File: src/rtl/sync_fifo.sv
// sync_fifo: single-clock FIFO with registered read data, count-derived
// status flags and one-cycle overrun/underrun error pulses.
//
// Handshake: there is no valid/ready pair. A write is taken on a rising edge
// when wr_enb=1 and the FIFO is not full, or is full with rd_enb=1 in the same
// cycle. A read is taken when rd_enb=1 and the FIFO is not empty; the word
// appears on rd_data just after that edge. The producer must watch fifo_full
// and the consumer fifo_empty. A request that cannot be taken is dropped and
// flagged by a one-cycle fifo_overrun or fifo_underrun pulse.
module sync_fifo #(
  parameter int DATA_WIDTH = 8,
  parameter int DEPTH      = 8,
  parameter int ADDR_WIDTH = 3
) (
  input  logic                  clk,
  input  logic                  rst_n,
  input  logic [DATA_WIDTH-1:0] wr_data,
  input  logic                  wr_enb,
  input  logic                  rd_enb,
  output logic [DATA_WIDTH-1:0] rd_data,
  output logic                  fifo_full,
  output logic                  fifo_empty,
  output logic                  fifo_almost_full,
  output logic                  fifo_almost_empty,
  output logic                  fifo_overrun,
  output logic                  fifo_underrun
);

  localparam logic [ADDR_WIDTH:0]   CNT_ONE  = (ADDR_WIDTH+1)'(1);
  localparam logic [ADDR_WIDTH:0]   CNT_FULL = (ADDR_WIDTH+1)'(DEPTH);
  localparam logic [ADDR_WIDTH-1:0] PTR_ONE  = ADDR_WIDTH'(1);

  logic [DATA_WIDTH-1:0] mem_q [DEPTH];

  logic [ADDR_WIDTH-1:0] wr_ptr_q, wr_ptr_d;
  logic [ADDR_WIDTH-1:0] rd_ptr_q, rd_ptr_d;
  logic [ADDR_WIDTH:0]   count_q, count_d;
  logic [DATA_WIDTH-1:0] rd_data_q, rd_data_d;
  logic                  overrun_q, overrun_d;
  logic                  underrun_q, underrun_d;

  logic full, empty;
  logic wr_accept, rd_accept;

  // Status flags come only from the registered count.
  always_comb begin
    full  = (count_q == CNT_FULL);
    empty = (count_q == '0);
  end

  // Accept decisions, next-state pointers, count, read data and error pulses.
  always_comb begin
    // A full FIFO can still take a write if a read frees a slot on the same edge.
    wr_accept  = wr_enb && (!full || rd_enb);
    // An empty FIFO never forwards a same-cycle write to rd_data.
    rd_accept  = rd_enb && !empty;

    wr_ptr_d   = wr_ptr_q;
    rd_ptr_d   = rd_ptr_q;
    count_d    = count_q;
    rd_data_d  = rd_data_q;
    overrun_d  = wr_enb && full && !rd_enb;
    underrun_d = rd_enb && empty;

    if (wr_accept) begin
      wr_ptr_d = wr_ptr_q + PTR_ONE;
    end
    if (rd_accept) begin
      rd_ptr_d  = rd_ptr_q + PTR_ONE;
      rd_data_d = mem_q[rd_ptr_q];
    end

    case ({wr_accept, rd_accept})
      2'b10:   count_d = count_q + CNT_ONE;
      2'b01:   count_d = count_q - CNT_ONE;
      default: count_d = count_q;
    endcase
  end

  // Control and output registers; reset empties the FIFO.
  always_ff @(posedge clk or negedge rst_n) begin
    if (!rst_n) begin
      wr_ptr_q   <= '0;
      rd_ptr_q   <= '0;
      count_q    <= '0;
      rd_data_q  <= '0;
      overrun_q  <= 1'b0;
      underrun_q <= 1'b0;
    end else begin
      wr_ptr_q   <= wr_ptr_d;
      rd_ptr_q   <= rd_ptr_d;
      count_q    <= count_d;
      rd_data_q  <= rd_data_d;
      overrun_q  <= overrun_d;
      underrun_q <= underrun_d;
    end
  end

  // Storage array; contents are don't-care after reset so it has no reset.
  always_ff @(posedge clk) begin
    if (wr_accept) begin
      mem_q[wr_ptr_q] <= wr_data;
    end
  end

  // Output mapping.
  always_comb begin
    rd_data           = rd_data_q;
    fifo_full         = full;
    fifo_empty        = empty;
    fifo_almost_full  = (count_q >= (CNT_FULL - CNT_ONE));
    fifo_almost_empty = (count_q <= CNT_ONE);
    fifo_overrun      = overrun_q;
    fifo_underrun     = underrun_q;
  end

endmodule

File: config.mk
export PLATFORM = sky130hd
export DESIGN_NAME = sync_fifo
export DESIGN_NICKNAME = d
export VERILOG_FILES = /design/src/rtl/sync_fifo.sv
export SDC_FILE = /design/constraint.sdc
export NUM_CORES = 1
export LEC_CHECK = 0
export BUFFER_PORTS_ARGS = -buffer_cell sky130_fd_sc_hd__buf_2
export CORE_MARGIN = 2
export CORE_UTILIZATION = 45
export CTS_CLUSTER_DIAMETER = 100
export CTS_CLUSTER_SIZE = 8
export DETAILED_ROUTE_END_ITERATION = 8
export PLACE_DENSITY = 0.68
export SLEW_MARGIN = 20
export SYNTH_ARGS = -nofsm -noshare
export SYNTH_HDL_FRONTEND = slang
export SYNTH_SLANG_ARGS = --single-unit
File: constraint.sdc
create_clock -name clk -period 2.8 [get_ports clk]
set_input_delay 0.42 -clock clk [delete_from_list [all_inputs] [get_ports clk]]
set_output_delay 0.42 -clock clk [all_outputs]
set_load 0.03 [all_outputs]
**Word-level counts from Yosys, hierarchy flattened**

Memories as Yosys holds them, arrays and structs flattened. A register that Yosys moved wholly into a read port is not among the register bits.
Cells that the tools add are included.

- Bitwise logic cells: 0
- $mul: 0
- Muxes and demuxes: 3
- $lt $le $gt $ge: 2
- Divide/modulo/power cells: 0
- Reductions and logical operators: 12
- Shift operators: 0
- Add/sub/neg operators: 4
- Eq/ne operators: 3

Operators by type and width:

| cell | number |
|---|---|
| $pmux W4 S2 | 1 |
| $add A3 B1 Y3 const B | 2 |
| $logic_and A1 B1 Y1 | 5 |
| $add A4 B1 Y4 const B | 1 |
| $eq A4 B4 Y1 const B | 1 |
| $ge A4 B3 Y1 const B | 1 |
| $le A4 B1 Y1 const B | 1 |
| $logic_not A1 Y1 | 4 |
| $logic_not A4 Y1 | 1 |
| $sub A4 B1 Y4 const B | 1 |
| $eq A2 B1 Y1 const B | 1 |
| $eq A2 B2 Y1 const B | 1 |
| $mux W1 | 2 |
| $reduce_bool A2 Y1 | 1 |
| $logic_or A1 B1 Y1 | 1 |

- Word-level logic and storage cells: 30
- ROM bits: 0
- Output and inout port bits: 14
- Bits in latches: 0
- Memories kept: 1
- Input bits: 12
- Memory bits (writable): 64
- Bits in registers: 12

Memories:

| name | words | width | rd ports | clocked after memory_dff | wr ports | line | RTL |
|---|---|---|---|---|---|---|---|
| mem_q | 8 | 8 | 1 | 1 | 1 | 33 | `logic [DATA_WIDTH-1:0] mem_q [DEPTH];` |

**Logic depth before layout (Yosys ltp)**

- Depth in word-level cells: 6
- Gate-level depth with buffers: 10
- Gate-level depth less buffers: 9

**Worst setup path after synthesis**

No wires, ideal clock.

- Kind: register -> register
- Start point: register count_q[0]
- End point: register count_q[3]
- Stages on the path, launching flop included: 11
- Path buffers: 1
- Clock period less this slack: 2242 ps
- Library setup time: 79 ps
- Arrival: 2163 ps
- Required time: 2721 ps
- Slack: 558 ps
- Path through: dfrtp_1 inv_1 ha_1 nor3b_1 nand2b_1 buf_2 inv_1 ha_1 or4b_4 a21oi_2 xor2_1

- Elaborated cells on any way between the ends: 13
- Those cells by class: add/sub (2); eq/ne (3); mux (1); reduce/logical (7)

RTL lines:

| item | line | RTL |
|---|---|---|
| from (decl) | 37 | `logic [ADDR_WIDTH:0] count_q, count_d;` |
| from (signal assigned) | 92 | `count_q <= count_d;` |
| $logic_not A4 Y1 * | 48 | `empty = (count_q == '0);` |
| $logic_not A1 Y1 * | 56 | `rd_accept = rd_enb && !empty;` |
| $logic_and A1 B1 Y1 * | 56 |  |
| named net rd_accept | 43 | `logic wr_accept, rd_accept;` |
| $eq A2 B1 Y1 or $eq A2 B2 Y1 (tied branches) | 73 | `case ({wr_accept, rd_accept})` |
| $pmux W4 S2 or $reduce_bool A2 Y1 (tied branches) | - |  |

Mark *: on every way through the listed nets, which the timed path passes. The rest lies on a longest branch.
A chain may end at the register's enable or synchronous reset.

**Worst setup path in the final report**

- Start point: register count_q[0]
- End point: register count_q[3]

- Longest elaborated chain between the ends: 6
- Elaborated cells on any way between the ends: 13
- Those cells by class: add/sub (2); eq/ne (3); mux (1); reduce/logical (7)

RTL lines:

| item | line | RTL |
|---|---|---|
| $eq A4 B4 Y1 | 47 | `full = (count_q == CNT_FULL);` |
| $logic_not A1 Y1 | 54 | `wr_accept = wr_enb && (!full \|\| rd_enb);` |
| $logic_or A1 B1 Y1 | 54 |  |
| $logic_and A1 B1 Y1 | 54 |  |
| $eq A2 B1 Y1 or $eq A2 B2 Y1 (tied branches) | 73 |  |
| $pmux W4 S2 or $reduce_bool A2 Y1 (tied branches) | - |  |

Parallel ways exist; a longest one is shown, timed or not.

==> summary.md <==
Summing the areas of all and, or, nand and nor instances in the mapped netlist gives 5.30% of the synthesized area. The logs give 233 for the number of nets produced by synthesis and 0 for the post-detailed-route count of antenna-violating nets. The switching fraction of total power was 36.2%.

The multiplexer fraction of the synthesized cell area is 10.8%. Setup repair after global routing left no endpoint under its margin. The number of standard cells after synthesis came out at 214. The logs give 0 ps for the accumulated negative setup slack and 70.3% for the sequential share of the synthesized area. At the pin with the least slew margin, the transition time is 808 ps. TritonCTS built the clock tree.

The area share of the leading cell type in the synthesized netlist is 55.8%. After synthesis, the largest family of logic cells by area is multiplexers. The repair_antennas step left the layout with diodes totalling 0. The worst setup path is launched from a register. The synthesized design spends more area on one cell type than any other, namely sky130_fd_sc_hd__edfxtp_1.

After Yosys synthesis, XOR and XNOR cells account for 2.03% of the synthesized area. The final hold slack was -6.85 ps; the time the worst path needs with I/O delays and setup was 2240 ps. 26 I/O pins were placed. The run gives 174 as the count of routing violations after the opening detailed-route iteration. The most used flip-flop cell after synthesis is sky130_fd_sc_hd__edfxtp_1.

The logs give 8380 um^2 for the total die area and 1899 for the total vias in the final route. The mean instance size in the synthesized netlist was 16.1 um^2. The checks that failed: negative hold slack.

After synthesis, the share of flip-flops with an asynchronous set or reset is 23.8%. Once detailed placement completed, the half-perimeter wirelength came to 4200 um. Cells with a size suffix above 1 make up 28.2% of the layout.

Length of the first detailed-routing pass in iterations: 4. In this run the number of H-tree levels came out at 3. The logs give 360 ps for the insertion delay to the later sink of the worst-skew pair and 0.00149 uW for the leakage power summed over all cells. Sorting the synthesized cells by area gives the leading types as sky130_fd_sc_hd__edfxtp_1 56%, sky130_fd_sc_hd__dfrtp_1 15%, sky130_fd_sc_hd__mux2_2 5.9%. The largest buffer count on any clock path is 2, and the number of antenna violations at the first check in global routing is 0. The number of global-route vias before repair was 1987; the count of maximum capacitance violations was 0. The run gives 7330 um^2 as the area of the placeable core. Along the worst path, the maximum fanout reaches 6. The die is 91.5 um tall. The initial utilization of the core area, before any placement, comes to 47.0%. Relative to the synthesized area, the layout overhead comes to 13.5%. The final clock skew was 11.8 ps; the synthesis-stage register bit count was 84. The critical path goes through inv_1 -> ha_1 -> nand4bb_1 -> nand2_1 -> ha_1 -> or4b_4 -> a21oi_2 -> xor2_1. For the overall overflow remaining after global route, the log shows 0. The number of buffers and inverters on the critical path was 1. The arrival time of the worst setup path is 2530 ps.

Routability-driven placement finished with a final weighted congestion of 0.747. The count of buffers from port buffering works out to 25. The number of resized instances in the post-cts repair step is 0, and the net switching power figure is 1440 uW. The kind of cell with the highest combined delay along the critical path is simple AND/OR/NAND/NOR gates.

For this run, the number of Yosys warnings is 0. Per report_power, the sequential group accounts for 45.2% of the total. The run finished, with violations left.

For this run, the post-layout net count is 273. The logs give 2540 uW for the internal power component and 0.447 GHz for the maximum clock frequency. The critical-path cell with the highest stage delay was sky130_fd_sc_hd__or4b_4. The count of cells in the finished layout, fillers not included, comes to 358. For the worst setup path, the data required time is 3090 ps.

The critical path's most frequent cell was sky130_fd_sc_hd__ha_1. In this run the tightest slew margin relative to its limit is 46.0%. For the placement row count, the log shows 31. The floorplan step set the die width to 91.5 um.

The number of clock sinks is 84. The first global-routing pass estimated 10300 um of wire. Average via count per standard cell: 5.30.

The run gives 0 as the number of post-CTS setup repair buffers. Dividing the final minimum period by the clock period gives 79.8%. The power density normalized to cell area is 1020 nW/um^2. Of the total power, the clock network draws 19.0%. In the routed design, unresolved DRC markers number 0.

STA classifies the critical path endpoint as a register. The commonest cells after synthesis are 64 x sky130_fd_sc_hd__edfxtp_1, 20 x sky130_fd_sc_hd__dfrtp_1, 18 x sky130_fd_sc_hd__mux2_2. The tree is rooted in a sky130_fd_sc_hd__clkbuf_8. The complex-gate fraction of the synthesized area was 7.01%. The most numerous cell in the Yosys netlist was sky130_fd_sc_hd__edfxtp_1.

Counting flops with a built-in enable in the synthesized netlist gives 64. The detailed-route wire length per cell works out to 18.2 um. Clock-pin slew was measured on the worst setup and hold paths at 90 ps. Buffers inserted during clock tree synthesis total 9. The netlist area before placement was 3450 um^2; the final-report setup violation count was 0. The final hold violation count was 10; the total wire length was 6500 um. After synthesis, the netlist uses 33 different library cells.

The class of the tightest hold or removal check was in2async. Entering global routing, the biggest net connects 35 pins. Global routing used 16.9% of the available tracks. The delay contributed by the slowest stage of the critical path was 480 ps; the number of buffers added to fix hold violations after cts was 0. After Yosys synthesis, full adders, half adders and majority gates account for 2.54% of the synthesized area. The class of the most critical setup path is reg2reg. The part of the power in combinational logic came out at 35.8%. Counting tap cells, the placed design contains a total of 342 instances. For the peak supply drop, the log shows 0.552 mV. The number of max-slew violations in the final report came out at 0.
per-stage QoR:
| stage | utilization, % | power, uW | hold slack, ps | setup slack, ps | area (um^2) |
|---|---|---|---|---|---|
| after floorplan | - | 2860 | 124 | 558 | 3450 |
| after global placement | 51.0 | 3230 | 398 | 654 | 3740 |
| after detailed placement | 51.0 | 3260 | 400 | 575 | 3740 |
| after CTS | 53.4 | 4020 | 3.37 | 549 | 3910 |
| after global routing | 53.4 | 4220 | 15.9 | 389 | 3910 |
| final | 53.4 | 3980 | -6.85 | 565 | 3910 |
kinds of logic after synthesis:
| logic type | Yosys count |
|---|---|
| and+or+nand+nor | 32 |
| muxes | 35 |
| xor gates and xnor gates | 8 |
| DFF | 84 |
| AOI/OAI and AO/OA | 35 |
| buffers and inverters | 13 |
| adders and majority gates | 7 |
worst paths after layout:
check / start / end / slack, ps / depth (start not counted)
max in group asynchronous: rst_n / rd_ptr_q[0] / 2490 / 1
min in group clk: wr_data[0] / mem_q[3][0] / 330 / 1
worst min register to register: rd_data[3] / rd_data[3] / 530 / 2
worst min-delay path: rst_n / count_q[3] / -7 / 1
worst max-delay path: count_q[0] / count_q[3] / 560 / 8
worst max register to register: count_q[0] / count_q[3] / 560 / 8
cell type report:
cell class | count | area (um^2)
fill | 592 | 3420
sequential | 84 | 2420
multi-input combinational | 117 | 955
timing repair buffer | 38 | 223
clock buffer | 9 | 124
tap | 99 | 124
clock inverter | 7 | 50.0
inverter | 4 | 15.0
placed cells by master, fill, tap and decap left out, types with 3 or more instances in the layout:
cell type,Yosys,final
sky130_fd_sc_hd__o22ai_1,8,8
sky130_fd_sc_hd__buf_4,3,13
sky130_fd_sc_hd__xnor2_1,6,6
sky130_fd_sc_hd__nor3_1,3,3
sky130_fd_sc_hd__nor2_1,9,9
sky130_fd_sc_hd__o21ai_0,9,9
sky130_fd_sc_hd__nand2b_1,4,4
sky130_fd_sc_hd__ha_1,7,7
sky130_fd_sc_hd__a22o_1,8,8
sky130_fd_sc_hd__buf_2,2,25
sky130_fd_sc_hd__mux2_2,18,18
sky130_fd_sc_hd__nand2_1,4,4
sky130_fd_sc_hd__edfxtp_1,64,64
sky130_fd_sc_hd__mux2i_1,17,17
sky130_fd_sc_hd__o31ai_1,8,8
sky130_fd_sc_hd__clkbuf_8,0,9
sky130_fd_sc_hd__inv_1,4,4
sky130_fd_sc_hd__dfrtp_1,20,20
registers in the layout (all words and copies together) (netlist names):
signal / cells
count_q: 4
fifo_overrun: 1
fifo_underrun: 1
mem_q: 64
rd_data: 8
rd_ptr_q: 3
wr_ptr_q: 3
power by group through the flow:
stage / registers, uW / clock network, uW / logic [uW]
2_1_floorplan: 1900 / 0 / 957
3_3_place_gp: 1820 / 0 / 1420
3_5_place_dp: 1820 / 0 / 1440
4_1_cts: 1800 / 780 / 1440
5_1_grt: 1830 / 832 / 1560
6_report: 1800 / 756 / 1420
routing by layer:
layer  vias up  global-route usage, %  part of all wire [%]  wire (um)
li1        893                      -                     -          -
met1       923                   21.1                    42       2750
met2        68                   26.9                    49       3170
met3        15                   4.98                   6.4        417
met4         0                   8.46                   2.6        169
met5         -                      0                     0          0
No activity file was read; power rests on OpenSTA's default activity.
